--- src/rtl/branch_resolve.sv ---
// ID-stage branch resolution: evaluates the condition code against the registered flags, stalls
// one cycle on a pending flag write, and issues a registered one-cycle redirect/flush when taken.
module branch_resolve #(
  parameter int unsigned CNT_W = 16
) (
  input  logic             clk,
  input  logic             rst,
  input  logic             br_valid,
  input  logic             br_reg,
  input  logic [2:0]       br_cond,
  input  logic [8:0]       br_offset,
  input  logic [15:0]      pc_next,
  input  logic [15:0]      rs_data,
  input  logic [2:0]       flags,
  input  logic             ex_flag_wen,
  output logic             stall,
  output logic             redirect,
  output logic [15:0]      redirect_pc,
  output logic             flush,
  output logic [CNT_W-1:0] taken_cnt
);

  typedef enum logic [1:0] {StIdle, StWait, StRedir} state_e;

  state_e      state_q, state_d;
  logic        flag_z, flag_v, flag_n;
  logic        cond_true;
  logic        hazard;
  logic        eval;
  logic        taken;
  logic        stall_raw;
  logic [15:0] offset_ext;
  logic [15:0] target;
  logic [15:0] redirect_pc_q;
  logic [CNT_W-1:0] taken_cnt_q;

  assign flag_z = flags[2];
  assign flag_v = flags[1];
  assign flag_n = flags[0];

  always_comb begin
    cond_true = 1'b0;
    case (br_cond)
      3'b000:  cond_true = ~flag_z;
      3'b001:  cond_true = flag_z;
      3'b010:  cond_true = ~flag_z & ~flag_n;
      3'b011:  cond_true = flag_n;
      3'b100:  cond_true = flag_z | (~flag_z & ~flag_n);
      3'b101:  cond_true = flag_n | flag_z;
      3'b110:  cond_true = flag_v;
      default: cond_true = 1'b1;
    endcase
  end

  // Word offset scaled to bytes; the adder wraps at 16 bits.
  assign offset_ext = {{6{br_offset[8]}}, br_offset, 1'b0};
  assign target     = br_reg ? rs_data : (pc_next + offset_ext);

  assign hazard = br_valid & ex_flag_wen & (br_cond != 3'b111);

  always_comb begin
    state_d   = state_q;
    stall_raw = 1'b0;
    eval      = 1'b0;
    case (state_q)
      StIdle: begin
        if (hazard) begin
          stall_raw = 1'b1;
          state_d   = StWait;
        end else if (br_valid) begin
          eval = 1'b1;
        end
      end
      // EX holds a bubble here, so ex_flag_wen cannot matter.
      StWait: begin
        state_d = StIdle;
        eval    = br_valid;
      end
      StRedir: state_d = StIdle;
      default: state_d = StIdle;
    endcase
    if (eval && cond_true) begin
      state_d = StRedir;
    end
  end

  assign taken = eval & cond_true & ~rst;

  always_ff @(posedge clk) begin
    if (rst) begin
      state_q       <= StIdle;
      redirect_pc_q <= 16'h0000;
      taken_cnt_q   <= '0;
    end else begin
      state_q <= state_d;
      if (taken) begin
        redirect_pc_q <= target;
        if (taken_cnt_q != {CNT_W{1'b1}}) begin
          taken_cnt_q <= taken_cnt_q + CNT_W'(1);
        end
      end
    end
  end

  assign stall       = stall_raw & ~rst;
  assign redirect    = (state_q == StRedir) & ~rst;
  assign flush       = (state_q == StRedir) & ~rst;
  assign redirect_pc = redirect_pc_q;
  assign taken_cnt   = taken_cnt_q;

endmodule
--- config.mk ---
export PLATFORM = sky130hd
export DESIGN_NAME = branch_resolve
export DESIGN_NICKNAME = d
export VERILOG_FILES = /design/src/rtl/branch_resolve.sv
export SDC_FILE = /design/constraint.sdc
export NUM_CORES = 1
export LEC_CHECK = 0
export ABC_AREA = 1
export CAP_MARGIN = 10
export CORE_MARGIN = 3
export CORE_UTILIZATION = 52
export CTS_BUF_LIST = sky130_fd_sc_hd__clkbuf_16
export DETAILED_ROUTE_END_ITERATION = 12
export PLACE_DENSITY = 0.95
export SETUP_SLACK_MARGIN = 0.15
export SLEW_MARGIN = 20
export SYNTH_ARGS = -nofsm -noshare
export SYNTH_HDL_FRONTEND = slang
export SYNTH_SLANG_ARGS = --single-unit
--- constraint.sdc ---
create_clock -name clk -period 2.7 [get_ports clk]
set_input_delay 0.27 -clock clk [delete_from_list [all_inputs] [get_ports clk]]
set_output_delay 0.27 -clock clk [all_outputs]
set_load 0.1 [all_outputs]
### After elaboration in Yosys (flattened, before gate mapping)

Cells that the tools add are included.

| word-level totals | value |
|---|---|
| register bits | 34 |
| bits in latches | 0 |
| memory bits (writable) | 0 |
| bits in read-only memories | 0 |
| bits of input ports | 52 |
| logic and storage cells | 45 |
| memories kept | 0 |

| operators by class | value |
|---|---|
| add/subtract/negate cells | 2 |
| multiply operators | 0 |
| div/mod/pow operators | 0 |
| order comparisons | 0 |
| equality and inequality tests | 11 |
| shift operators | 0 |
| muxes and demuxes | 10 |
| bitwise operators | 13 |
| reduce and logical (&&, ||, !) cells | 5 |

Operators with widths:

| operator | number |
|---|---|
| adder 16 x 1 -> 16 bit (second input constant) | 1 |
| adder 16 bit | 1 |
| two-way mux 16 bit | 1 |
| != test 16 bit (second input constant) | 1 |
| == test 3 bit (second input constant) | 3 |
| AND 1 bit | 7 |
| one-hot mux 1 bit (7 select lines) | 1 |
| == test 3 x 2 -> 1 bit (second input constant) | 2 |
| two-way mux 2 bit | 3 |
| != test 3 bit (second input constant) | 2 |
| two-way mux 1 bit | 4 |
| inverter 1 bit | 4 |
| == test 3 x 1 -> 1 bit (second input constant) | 1 |
| zero test 3 bit | 1 |
| OR reduction 3 bit | 1 |
| == test 2 x 1 -> 1 bit (second input constant) | 1 |
| == test 2 bit (second input constant) | 1 |
| zero test 2 bit | 1 |
| OR 1 bit | 2 |
| one-hot mux 1 bit (2 select lines) | 1 |
| AND reduction 2 bit | 1 |
| logical AND 1 bit | 1 |

### Longest topological paths before layout

| depth | value |
|---|---|
| word-level depth | 7 |
| gate-level depth with buffers | 12 |
| depth with buffers taken out | 12 |

### Worst setup path before layout

No wires, ideal clock.

| timing path | value |
|---|---|
| kind | input port to output port |
| start | input br_cond[0] |
| end | output stall |
| arrival time | 3304 ps |
| required time | 2430 ps |
| setup slack | -874 ps |
| stages | 3 |
| path buffers | 0 |
| cell sequence | nand3_1 -> nand3_2 -> nor4_1 |

| on the way | value |
|---|---|
| word-level cells in the longest chain between the ends | 5 |

Ends and longest elaborated chain:

| element | line | text |
|---|---|---|
| from (decl) | 10 | `input logic [2:0] br_cond,` |
| != test 3 bit | 59 | `assign hazard = br_valid & ex_flag_wen & (br_cond != 3'b111);` |
| AND 1 bit | 59 |  |
| two-way mux 1 bit | 67 | `if (hazard) begin` |
| two-way mux 1 bit | 65 | `case (state_q)` |
| AND 1 bit | 105 | `assign stall = stall_raw & ~rst;` |
| to (decl) | 16 | `output logic stall,` |

Every way passes these cells.

### Final worst setup path

| timing path | value |
|---|---|
| start | input br_offset[0] |
| end | register redirect_pc_q[11] (netlist: redirect_pc[11]) |

| on the way | value |
|---|---|
| word-level cells in the longest chain between the ends | 2 |

Ends and longest elaborated chain:

| element | line | text |
|---|---|---|
| from (decl) | 11 | `input logic [8:0] br_offset,` |
| adder 16 bit | 57 | `assign target = br_reg ? rs_data : (pc_next + offset_ext);` |
| two-way mux 16 bit | 57 |  |
| to (signal assigned) | 97 | `redirect_pc_q <= target;` |
| to (decl) | 34 | `logic [15:0] redirect_pc_q;` |

Every way passes these cells.
A chain may end at the register's enable or synchronous reset.

==> results.json <==
{
  "crit_path_end_kind": "flop",
  "critPathRequiredTime_ns": 2.91,
  "gp_congestion": 0.960,
  "synth_seq_area_share_pct": 23.2,
  "busiest_layer": "met2",
  "area_delta_synth_final_pct": 32.5,
  "synth_compound_area_share_pct": 10.6,
  "p_sw_share_pct": 35.7,
  "pwr_density_cell_nw_per_um2": 422,
  "synth_common_cells": "nand2_1, inv_1, nor2_1, nand3_1, dfxtp_1",
  "synth_xor_area_share_pct": 5.07,
  "grt_use_met2_pct": 47.0,
  "routed_via_density": 5.35,
  "htreeDepth": 2,
  "finalSetupViolCount": 0,
  "drtIter0Drc": 190,
  "pwr-share-seq_pct": 32.7,
  "die_area_um2": 6590,
  "synth_warnings": 0,
  "fin_worst_skew_ns": 0.00611,
  "synthAdderAreaFrac_pct": 7.07,
  "status": "complete, no violations",
  "synth_top_flop_cell": "dfxtp_1",
  "fmax_ghz": 0.496,
  "grt_usage_pct": 24.5,
  "ys_seq_elements": 34,
  "post-dp-hpwl_um": 6100,
  "core_area_um2": 5270,
  "p_clk_share_pct": 33.3,
  "synth.most_common_cell": "nand2_1",
  "cp-start-kind": "input pin",
  "ios": 87,
  "grt_max_degree": 24,
  "synthMuxAreaShare_pct": 0.341,
  "wl_per_cell_um": 13.1,
  "dr.pass1.iters": 5,
  "grt_pass1_vias": 3048,
  "worst_slew_pin_slew_ns": 0.677,
  "met3_usage_pct": 2.99,
  "antenna_found_initial": 0,
  "cts_tree": "built",
  "synth-simple-area-share_pct": 42.2,
  "syn_inst": 445,
  "synth_cell_type_count": 37,
  "finalHoldViolations": 0,
  "post_cts_buffers": 0,
  "cts_buffer_depth": 2,
  "finalSetupTns_ns": 0,
  "fp-row-count": 26,
  "clkLatencyLatePin_ns": 0.28,
  "peakVddDrop_uv": 309,
  "cellLeakagePower_nw": 1.78,
  "p_switching_mw": 0.587,
  "antenna_cells": 0,
  "yosys-top-cells-area": "dfxtp_1, nand2_1, inv_1, nand3_1, nor2_1",
  "final_nets": 595,
  "grt_pass1_wl_um": 13000,
  "synth_nets": 513,
  "path_clk_slew_ns": 0.05,
  "rsz0062_at_grt": "no",
  "cts_buffers": 5,
  "power_mw": 1.64,
  "cp_data_arrival_time_ns": 2.22,
  "start_util_pct": 55.8,
  "syn-cell-area_um2": 2940,
  "fin_crit_sh_pct": 74.6,
  "p_int_mw": 1.06,
  "synth_top_cell_by_area": "dfxtp_1",
  "post_cts_resized": 0,
  "post-place-ws_ns": 0.449,
  "vias": 3201,
  "ant_nets": 0,
  "crit_type": "in -> reg",
  "postSynthAreaPerCell_um2": 6.60,
  "final_cell_count_no_fill": 598,
  "synth-edff-count": 0,
  "combPwrFrac_pct": 34.0,
  "die_w_um": 81.2,
  "layout-drive-gt1-share_pct": 17.2,
  "setup_ws_ns": 0.685,
  "drc": 0,
  "place_inst": 590,
  "cp_max_fo": 4,
  "async_reset_ff_share_pct": 0,
  "grtUsageMet1_pct": 26.8,
  "clockRootBuffer": "clkbuf_16",
  "ctsHoldBuffers": 0,
  "clock_sinks": 34,
  "relSlewSlack_pct": 54.8,
  "drt_wl_total_um": 7840,
  "synth_top_area_share_pct": 23.2,
  "synth_top_family_by_area": "simple AND/OR/NAND/NOR gates",
  "portBuffers": 86,
  "slew_violations": 0,
  "hold_path.class": "reg -> reg",
  "cap_violations": 0,
  "gr-total-overflow": 0,
  "fin_crit_ns": 2.02,
  "die_y_um": 81.2
}
registers in the layout, indices dropped and copies added, names as in the netlist:
| name | cells |
|---|---|
| redirect_pc | 16 |
| taken_cnt | 16 |
| state_q | 2 |
power by group through the flow:
stage	sequential, mW	combinational [mW]	clock, mW
finish	0.537	0.559	0.547
global route	0.538	0.604	0.564
CTS	0.537	0.557	0.548
detailed placement	0.547	0.553	0
global placement	0.546	0.539	0
floorplan	0.666	0.275	0
stage by stage:
step / hold slack, ns / utilization, % / instance area, um^2
3_5_place_dp: 0.473 / 71.2 / 3750
5_1_grt: 0.501 / 73.9 / 3890
3_3_place_gp: 0.464 / 71.2 / 3750
4_1_cts: 0.480 / 73.9 / 3890
2_1_floorplan: 0.418 / - / 2950
6_report: 0.478 / 73.9 / 3890
final cells by class:
| cell class | count | area [um^2] |
|---|---|---|
| timing repair buffer | 88 | 826 |
| fill | 428 | 1380 |
| inverter | 61 | 231 |
| sequential | 34 | 681 |
| clock inverter | 3 | 16.3 |
| tap | 70 | 87.6 |
| multi-input combinational | 337 | 1930 |
| clock buffer | 5 | 125 |
metal layers:
layer  vias to the layer above  wire length [um]
met2                       124              4080
met1                      1476              3110
li1                       1577                 -
met3                        24               426
met4                         0               215
met5                         -                 0
final timing paths:
| path | from | endpoint | slack (ns) | depth (start not counted) |
|---|---|---|---|---|
| worst max register to register | taken_cnt[0]$_SDFFE_PP0P_ | taken_cnt[2]$_SDFFE_PP0P_ | 0.77 | 9 |
| worst min-delay path | state_q[1]$_SDFFE_PP0P_ | state_q[0]$_SDFFE_PP0P_ | 0.48 | 1 |
| worst min register to register | state_q[1]$_SDFFE_PP0P_ | state_q[0]$_SDFFE_PP0P_ | 0.48 | 1 |
| worst max-delay path | br_offset[0] | redirect_pc[11]$_SDFFE_PP0P_ | 0.68 | 13 |
worst max-delay path, cell delays in order:
cell and delay (ns):
clkdlybuf4s50_1 0.46, ha_1 0.19, inv_1 0.07, fa_1 0.39, inv_1 0.09, nand2_1 0.06, nand3_1 0.15, nand2_1 0.11
nand2_1 0.10, nand2_1 0.06, nand3_1 0.06, nand2_1 0.08, a21oi_2 0.12
cells by family (layout without fill, tap and decap cells):
logic type,count (synthesis),after routing
muxes,1,1
xor gates and xnor gates,17,17
adders and majority gates,16,16
buffers and inverters,74,157
and+or+nand+nor,254,254
DFF,34,34
AOI/OAI and AO/OA,49,49
layout by cell type, fill, tap and decap left out, drive strengths merged, types with 2 or more instances in the layout:
master / instances
nand3: 50
nor2: 55
inv: 61
xnor2: 6
nor4: 2
o21ai: 12
clkinv: 2
buf: 37
nor3: 3
nand2: 138
dfxtp: 34
a21oi: 34
clkbuf: 5
xor2: 11
ha: 15
nand4: 4
clkdlybuf4s50: 51
o211a: 2
Power figures use the tool's default switching activity.
